<file path="config.mk">
export PLATFORM = sky130hd
export DESIGN_NAME = instr_buffer
export DESIGN_NICKNAME = d
export VERILOG_FILES = /design/src/rtl/pipe_pkg.sv /design/src/rtl/instr_buffer.sv
export SDC_FILE = /design/constraint.sdc
export NUM_CORES = 1
export LEC_CHECK = 0
export CAP_MARGIN = 20
export CORE_ASPECT_RATIO = 1.1
export CORE_MARGIN = 3
export CORE_UTILIZATION = 40
export CTS_BUF_LIST = sky130_fd_sc_hd__clkbuf_16
export DETAILED_ROUTE_END_ITERATION = 6
export DONT_BUFFER_PORTS = 1
export PLACE_DENSITY = 0.58
export SLEW_MARGIN = 40
export SYNTH_ARGS = -nofsm -noshare
export SYNTH_HDL_FRONTEND = slang
export SYNTH_SLANG_ARGS = --single-unit
export TNS_END_PERCENT = 100
</file>
<file path="constraint.sdc">
create_clock -name clk -period 3.35 [get_ports clk]
set_clock_uncertainty 0.2 [all_clocks]
set_input_delay 1.005 -clock clk [delete_from_list [all_inputs] [get_ports clk]]
set_output_delay 1.005 -clock clk [all_outputs]
set_load 0.03 [all_outputs]
</file>
<file path="src/rtl/pipe_pkg.sv">
// pipe_pkg: instruction field layout, NOP/exception constants and buffer state encoding shared by fetch and decode
package pipe_pkg;
  localparam int XLEN   = 32;
  localparam int EXC_W  = 8;
  localparam int FLD_W  = 5;
  localparam int OP_MSB = 31;
  localparam int OP_LSB = 27;
  localparam int RA_MSB = 26;
  localparam int RA_LSB = 22;
  localparam int RB_MSB = 21;
  localparam int RB_LSB = 17;
  localparam int RC_MSB = 4;
  localparam int RC_LSB = 0;
  localparam logic [XLEN-1:0]  NOP_WORD_DEF = 32'h0000_0000;
  localparam logic [EXC_W-1:0] EXC_NONE     = 8'h00;
  typedef enum logic {IB_PASS, IB_HOLD} ib_state_e;
endpackage

</file>
<file path="src/rtl/instr_buffer.sv">
// instr_buffer: decode-stage register that holds back the memory word across downstream stalls
module instr_buffer
  import pipe_pkg::*;
#(
  parameter logic [XLEN-1:0] NOP_WORD = NOP_WORD_DEF,
  parameter logic [XLEN-1:0] RESET_PC = 32'h0000_0400
) (
  input  logic             clk,
  input  logic             rst_n,
  input  logic             clk_en,
  input  logic             stall,
  input  logic             flush,
  input  logic             bubble_in,
  input  logic [XLEN-1:0]  pc_in,
  input  logic [EXC_W-1:0] exc_in,
  input  logic [XLEN-1:0]  mem_data,
  output logic             bubble_out,
  output logic [XLEN-1:0]  pc_out,
  output logic [EXC_W-1:0] exc_out,
  output logic [XLEN-1:0]  instr_out,
  output logic [FLD_W-1:0] opcode_out,
  output logic [FLD_W-1:0] ra_out,
  output logic [FLD_W-1:0] rb_out,
  output logic [FLD_W-1:0] rc_out
);
  ib_state_e        state_q, state_d;
  logic [XLEN-1:0]  hold_word_q, hold_word_d;
  logic             bubble_q, bubble_d;
  logic [XLEN-1:0]  pc_q, pc_d;
  logic [EXC_W-1:0] exc_q, exc_d;
  logic [XLEN-1:0]  instr_q, instr_d;
  logic [XLEN-1:0]  word;
  always_comb begin
    state_d     = state_q;
    hold_word_d = hold_word_q;
    bubble_d    = bubble_q;
    pc_d        = pc_q;
    exc_d       = exc_q;
    instr_d     = instr_q;
    word        = (state_q == IB_HOLD) ? hold_word_q : mem_data;
    if (clk_en) begin
      if (flush) begin
        bubble_d    = 1'b1;
        exc_d       = EXC_NONE;
        instr_d     = NOP_WORD;
        state_d     = IB_PASS;
        hold_word_d = (state_q == IB_HOLD) ? NOP_WORD : hold_word_q;
      end else if (stall) begin
        // the memory word only arrives once, so grab it on the first stalled cycle
        hold_word_d = (state_q == IB_PASS) ? mem_data : hold_word_q;
        state_d     = IB_HOLD;
      end else begin
        bubble_d = bubble_in;
        pc_d     = pc_in;
        exc_d    = exc_in;
        instr_d  = (!bubble_in && exc_in == EXC_NONE) ? word : NOP_WORD;
        state_d  = IB_PASS;
      end
    end
  end
  always_ff @(posedge clk or negedge rst_n) begin
    if (!rst_n) begin
      state_q     <= IB_PASS;
      hold_word_q <= NOP_WORD;
      bubble_q    <= 1'b1;
      pc_q        <= RESET_PC;
      exc_q       <= EXC_NONE;
      instr_q     <= NOP_WORD;
    end else begin
      state_q     <= state_d;
      hold_word_q <= hold_word_d;
      bubble_q    <= bubble_d;
      pc_q        <= pc_d;
      exc_q       <= exc_d;
      instr_q     <= instr_d;
    end
  end
  assign bubble_out = bubble_q;
  assign pc_out     = pc_q;
  assign exc_out    = exc_q;
  assign instr_out  = instr_q;
  assign opcode_out = instr_q[OP_MSB:OP_LSB];
  assign ra_out     = instr_q[RA_MSB:RA_LSB];
  assign rb_out     = instr_q[RB_MSB:RB_LSB];
  assign rc_out     = instr_q[RC_MSB:RC_LSB];
endmodule

</file>
# [After elaboration in Yosys (flattened, before gate mapping)]
# Cells that the tools add are included.
[op_classes] n_eq_ne=2 mux=13 bitwise_logic=2 reduce_logical=7
[ops] operator="two-way mux 32 bit" count=7
[ops] operator="two-way mux 8 bit" count=2
[ops] operator="zero test 8 bit" count=1
[ops] operator="AND reduction 3 bit" count=2
[ops] operator="two-way mux 1 bit" count=4
[ops] operator="inequality test 2 x 1 -> 1 bit (second input constant)" count=2
[ops] operator="inverter 1 bit" count=2
[ops] operator="AND reduction 2 bit" count=1
[ops] operator="nonzero test 2 bit" count=1
[ops] operator="logical AND 1 bit" count=1
[ops] operator="zero test 1 bit" count=1
[totals] reg_bits=106 inputBits=78 out_inout_bits=93 elab_cells=30

# [Logic depth before layout (Yosys ltp)]
# Gate-level depths: netlist (run 1).
[logic_depth] depth_word=5 depth_mapped=5 mapped_depth_nobuf=3

# [Worst setup path before layout (run 1)]
# OpenSTA, ideal clock, no wires.
[synth_timing] path_kind="in2reg" from="input stall" to="register hold_word_q[11]" setup_time_ps=125 arrival_time_ps=1937 required_ps=3025 slack_ps=1088 cell_stages=4 path_buffers=1 path_cell_list="nor2b_2 o21ai_2 buf_6 mux2_2"
[synth_between] elab_chain_cells=2
[synth_rtl] item="start: declaration" line="instr_buffer.sv:11" rtl="input logic stall,"
[synth_rtl] item="nonzero test 2 bit (no line)"
[synth_rtl] item="AND reduction 3 bit (no line)"
[synth_rtl] item="end signal: assignment" line="instr_buffer.sv:71" rtl="hold_word_q <= hold_word_d;"
[synth_rtl] item="end: declaration" line="instr_buffer.sv:27" rtl="logic [XLEN-1:0] hold_word_q, hold_word_d;"
# Every way passes these cells.
# A chain may end at the register's enable or synchronous reset.

# [Worst setup path in the final report (run 1)]
[layout_timing] from="input stall" to="register instr_q[31] (netlist: instr_out[31])"
[layout_between] elab_chain_cells=2
[layout_rtl] item="inequality test 2 x 1 -> 1 bit (no line)"
[layout_rtl] item="AND reduction 2 bit (no line)"
[layout_rtl] item="end signal: assignment" line="instr_buffer.sv:75" rtl="instr_q <= instr_d;"
[layout_rtl] item="end: declaration" line="instr_buffer.sv:31" rtl="logic [XLEN-1:0] instr_q, instr_d;"
# Every way passes these cells.

==> results of run 1 <==
-- layer usage --
| layer | routed length (um) | vias to the layer above | global-route usage, % |
|---|---|---|---|
| li1 | - | 1266 | - |
| met1 | 4570 | 1420 | 19.8 |
| met2 | 5050 | 127 | 25.9 |
| met3 | 1090 | 13 | 7.35 |
| met4 | 144 | 0 | 5.26 |
| met5 | 0 | - | 0 |
-- state kept, by name, indices dropped and copies added (netlist names) --
signal and flops:
hold_word_q 32, instr_out 32, pc_out 32, exc_out 8, bubble_out 1, state_q 1
-- logic make-up after synthesis --
kind of cell	count (synthesis)
compound gates	75
flops	106
simple gates	40
buf+inv	55
mux	96
-- how the worst max path moves through the flow --
| stage | endpoint | slack, ns | depth (start not counted) |
|---|---|---|---|
| after floorplan | hold_word_q[11] | 1.09 | 4 |
| after global placement | hold_word_q[0] | 0.56 | 3 |
| after detailed placement | instr_out[31] | 0.71 | 5 |
| after CTS | instr_out[20] | 1.05 | 0 |
| after global routing | instr_out[31] | 1.03 | 5 |
| final | instr_out[31] | 1.06 | 5 |
-- layout make-up --
cell class,instances,area (um^2)
sequential,106,2660
clock inverter,7,118
fill,1114,6800
timing repair buffer,9,95.1
inverter,3,11.3
clock buffer,9,225
tap,154,193
multi-input combinational,211,1990
-- power groups by stage --
stage,Sequential (W),Combinational [W],Clock [W]
after detailed placement,0.00171,0.000331,0
final,0.00169,0.000323,0.00119
after floorplan,0.00168,0.000294,0
after global placement,0.00171,0.000310,0
after CTS,0.00169,0.000329,0.00123
after global routing,0.00171,0.000360,0.00129
-- cells in the final DEF, fill, tap and decap left out, types with 2 or more instances in the layout --
cell type	count
nor2_1	33
bufinv_16	3
clkinvlp_4	2
o21ai_0	32
dfstp_2	2
mux2_2	59
o41ai_2	30
dfrtp_1	103
a22o_1	8
inv_1	2
mux2i_1	32
clkbuf_16	9
o41ai_1	2
mux2_1	5
buf_4	7
-- worst reg2reg max path, cell delays in order, from the launching register on --
cell and delay, ns:
dfrtp_2 0.36, buf_4 0.48, mux2i_1 0.39, nor2_1 0.06, mux2_1 0.28
-- stage by stage --
stage,utilization [%],instances,hold slack [ns]
3_5_place_dp,40.9,483,0.286
2_1_floorplan,-,372,0.264
6_report,43.8,499,0.155
5_1_grt,43.8,499,0.129
3_3_place_gp,40.6,481,0.275
4_1_cts,43.8,499,0.139
==> impl_metrics.py, run 1 <==
metrics = {
    "run_status": {
        "status": "finished clean",
    },
    "critical_path": {
        "crit_path_cell_trace": "nor2b_2 -> buf_4 -> nand2b_2 -> buf_4 -> o41ai_1",
        "reg2reg_depth": 4,
        "crit_path_max_incr_delay_ns": 0.41,
        "required_ns": 3.37,
        "cp_common_cell": "buf_4",
        "crit_type": "in -> reg",
        "arrival_ns": 2.32,
        "r2r_start": "state_q",
        "slowest_stage": "o41ai_1",
        "rrSetupSlack_ns": 1.46,
        "end_kind": "flip-flop",
        "critPathBufInv": 2,
        "start_kind": "input pin",
        "reg2reg_to": "hold_word_q[10]",
        "setup.worst_path.start": "stall",
        "crit_fanout": 33,
        "critPathTopFamily": "buffers and inverters",
    },
    "pwr": {
        "power.density_nw_per_um2": 606,
        "p_sw_w": 0.000874,
        "power_w": 0.00321,
        "combPwrFrac_pct": 10.1,
        "leakagePower_nw": 2.45,
        "p_seq_share_pct": 52.7,
        "p_int_w": 0.00233,
        "peakVddDrop_v": 0.000254,
        "switching_share_pct": 27.3,
        "clockPowerShare_pct": 37.2,
    },
    "synthesis": {
        "syn_nets": 450,
        "synth_top_area_share_pct": 52.5,
        "mappedNetlistArea_um2": 4960,
        "synth_seq_area_share_pct": 53.6,
        "synth_top_family_by_area": "multiplexers",
        "synthSimpleGateAreaFrac_pct": 3.46,
        "synth_edf_count": 0,
        "synth.most_common_cell": "dfrtp_1",
        "yosys_warnings": 0,
        "synth_area_leader_cell": "dfrtp_1",
        "ys_top_cells_by_count": "104 x dfrtp_1, 59 x mux2_2, 33 x nor2_1",
        "synthMuxAreaShare_pct": 21.0,
        "ys_async_sr_fraction_pct": 100,
        "ys_ff_latch": 106,
        "ys_types": 27,
        "synth_area_leaders": "dfrtp_1 52%, mux2_2 13%, o41ai_2 9.8%, mux2i_1 6.5%, buf_4 3.3%",
        "synth.avg_cell_area_um2": 13.3,
        "synth-xor-area-share_pct": 0,
        "synth-compound-area-share_pct": 15.3,
        "synth-adder-area-share_pct": 0,
        "netlist_instances": 372,
        "ys.flop_type": "dfrtp_1",
    },
    "global_route": {
        "track_usage_pct": 16.2,
        "grt_pass1_vias": 3189,
        "grt_pass1_wl_mm": 17.5,
        "grt_max_degree": 107,
        "overflow": 0,
        "antenna_found_initial": 0,
    },
    "drt": {
        "wl_mm": 10.9,
        "ant_nets": 0,
        "dr.pass1.iters": 4,
        "vias_per_cell": 5.66,
        "num_vias": 2826,
        "dr.first_iter.drc_count": 203,
        "drc": 0,
        "wl_per_cell_um": 21.7,
    },
    "clock_network": {
        "cts_root_buffer": "clkbuf_16",
        "holdBufCountCts": 0,
        "clock_latency_ns": 0.34,
        "cts_resized": 0,
        "cts_sinks": 106,
        "clk_pin_slew_ns": 0.07,
        "htree_levels": 3,
        "post_cts_buffers": 0,
        "numCtsBuffers": 9,
        "cts_tree": "done",
        "clockBufferDepth": 2,
    },
    "place": {
        "port_buffers": 0,
        "place_area_um2": 4950,
        "place_ws_ns": 0.710,
        "hpwl_mm": 6.81,
        "place.gp.congestion": 0.707,
    },
    "floorplan": {
        "rows": 42,
        "dieArea_um2": 13800,
        "die-height_um": 123,
        "die_width_um": 112,
        "num_io_pins": 171,
        "core-area_um2": 12100,
        "start_util_pct": 41.0,
    },
    "flow_run": {
        "cap_violations": 0,
    },
    "finish": {
        "drive_above_1_share_pct": 35.4,
        "final_area_um2": 5290,
        "num_antenna_cells": 0,
        "final_nets": 418,
        "area_growth_pct": 6.74,
    },
    "worst_hold_path": {
        "hp-class": "in -> async",
    },
    "timing": {
        "maxSlewViolCount": 0,
        "rsz0062_at_grt": "false",
        "slew_headroom_pct": 60.2,
        "max_freq_mhz": 436,
        "worst_pin_slew_ns": 0.597,
        "period_needed_ns": 2.29,
        "finalSetupViolations": 0,
        "setup_tns_ns": 0,
        "finalWorstSetupSlack_ns": 1.06,
        "fin_crit_sh_pct": 68.5,
        "finalHoldViolCount": 0,
    },
}
(Power assumes the default switching activity.)
==> run 2, diff against run 1 <==
Settings changed: PLACE_DENSITY 0.58 to 0.6.
Clock period 3.35 ns to 1.8 ns, I/O delays scaled along.
==> impl_metrics.py, run 2 (synthesis results as in run 1) <==
metrics = {
    "run_status": {
        "status": "finished, violations left",
        "violations": "hold timing",
    },
    "global_route": {
        "track_usage_pct": 15.8,
        "grt_pass1_wl_mm": 17.1,
        "grt_pass1_vias": 3131,
        "grt_max_degree": 107,
        "overflow": 0,
        "antenna_found_initial": 0,
    },
    "timing": {
        "period_needed_ns": 1.71,
        "max_freq_mhz": 584,
        "finalSetupViolations": 0,
        "finalWorstSetupSlack_ns": 0.0867,
        "maxSlewViolCount": 0,
        "finalHoldViolCount": 106,
        "slew_headroom_pct": 76.5,
        "rsz0062_at_grt": "false",
        "fin_crit_sh_pct": 95.2,
        "holdWs_ns": -0.312,
        "worst_pin_slew_ns": 0.353,
    },
    "finish": {
        "final_cell_mix": "93 x dfrtp_1, 59 x mux2_2, 33 x nor2_1",
        "final_nets": 431,
        "fill_cells": 1126,
        "area_growth_pct": 8.35,
        "final_common_cell": "dfrtp_1",
        "drive_above_1_share_pct": 40.5,
        "num_antenna_cells": 0,
        "final_util_pct": 44.4,
    },
    "clock_network": {
        "clk_pin_slew_ns": 0.07,
        "htree_levels": 3,
        "numCtsBuffers": 9,
        "clock_latency_ns": 0.33,
        "cts_root_buffer": "clkbuf_16",
        "cts_sinks": 106,
        "clockBufferDepth": 2,
        "post_cts_buffers": 0,
        "cts_tree": "done",
    },
    "drt": {
        "num_vias": 2884,
        "drc": 0,
        "dr.pass1.iters": 4,
        "dr.first_iter.drc_count": 120,
        "ant_nets": 0,
        "wl_mm": 10.8,
        "wl_per_cell_um": 21.0,
        "vias_per_cell": 5.63,
    },
    "worst_hold_path": {
        "hp-class": "in -> async",
    },
    "critical_path": {
        "crit_type": "reg -> out",
        "end_kind": "output pin",
        "crit_fanout": 2,
        "reg2reg_to": "hold_word_q[9]",
        "required_ns": 1.06,
        "r2r_start": "state_q",
        "reg2reg_depth": 4,
        "rrSetupSlack_ns": 0.13,
        "start_kind": "flip-flop",
        "arrival_ns": 0.97,
    },
    "place": {
        "place_ws_ns": -0.124,
        "place.gp.congestion": 0.691,
        "hpwl_mm": 6.95,
        "port_buffers": 0,
    },
    "flow_run": {
        "cap_violations": 0,
    },
    "pwr": {
        "power_w": 0.00561,
        "power.density_nw_per_um2": 1040,
        "leakagePower_nw": 2.49,
        "peakVddDrop_v": 0.000510,
    },
    "floorplan": {
        "die_width_um": 112,
        "rows": 42,
        "start_util_pct": 41.0,
        "die-height_um": 123,
        "core-area_um2": 12100,
        "dieArea_um2": 13800,
        "num_io_pins": 171,
    },
}
[run 2: cell count changes in the layout (fill, tap and decap cells not counted), sizes merged]
cell / delta
buf: +13
inv: +3
bufinv: -3
[run 2: final cells by class]
class	instances	area, um^2	area share, %
Inverter	3	11.3	0.210
Clock buffer	9	225	4.19
Clock inverter	7	52.6	0.978
Tap cell	154	193	3.59
Multi-Input combinational cell	211	1990	37.1
Timing Repair Buffer	22	228	4.24
Sequential cell	106	2670	49.7
[run 2: metal layers]
layer,GRT usage [%],wire length [um],vias to the layer above
met1,18.9,4290,1457
met4,5.48,120,0
li1,-,-,1290
met5,0,0,-
met2,26.1,5320,128
met3,6.26,1030,9
[run 2: worst max path at each step]
stage                       start              end  cells after the start
finish                 bubble_out       bubble_out                      0
global route           bubble_out       bubble_out                      0
CTS                 instr_out[23]        ra_out[1]                      0
detailed placement      exc_in[3]     instr_out[7]                      4
global placement        exc_in[3]    instr_out[31]                      4
floorplan                   stall  hold_word_q[11]                      4
[run 2: report_power, final]
part	internal, W	total, W	switching (W)
clock network	0.000951	0.00184	0.000885
logic	0.000337	0.000621	0.000284
registers	0.00266	0.00315	0.000486
[run 2: repair_timing]
item | in CTS | in global routing
resized for setup | 4 | 6
endpoints found under the setup margin | 8 | 12
hold endpoints to repair | 106 | 106
[run 2: per-stage QoR]
stage          instance area (um^2)  hold WS, ns  cells  TNS (ns)
5_1_grt                        5370       -0.338    512         0
2_1_floorplan                  4960       0.0444    372         0
6_report                       5370       -0.312    512         0
3_5_place_dp                   5080       0.0475    496    -0.894
3_3_place_gp                   5080       0.0469    496    -0.639
4_1_cts                        5360       -0.328    512         0
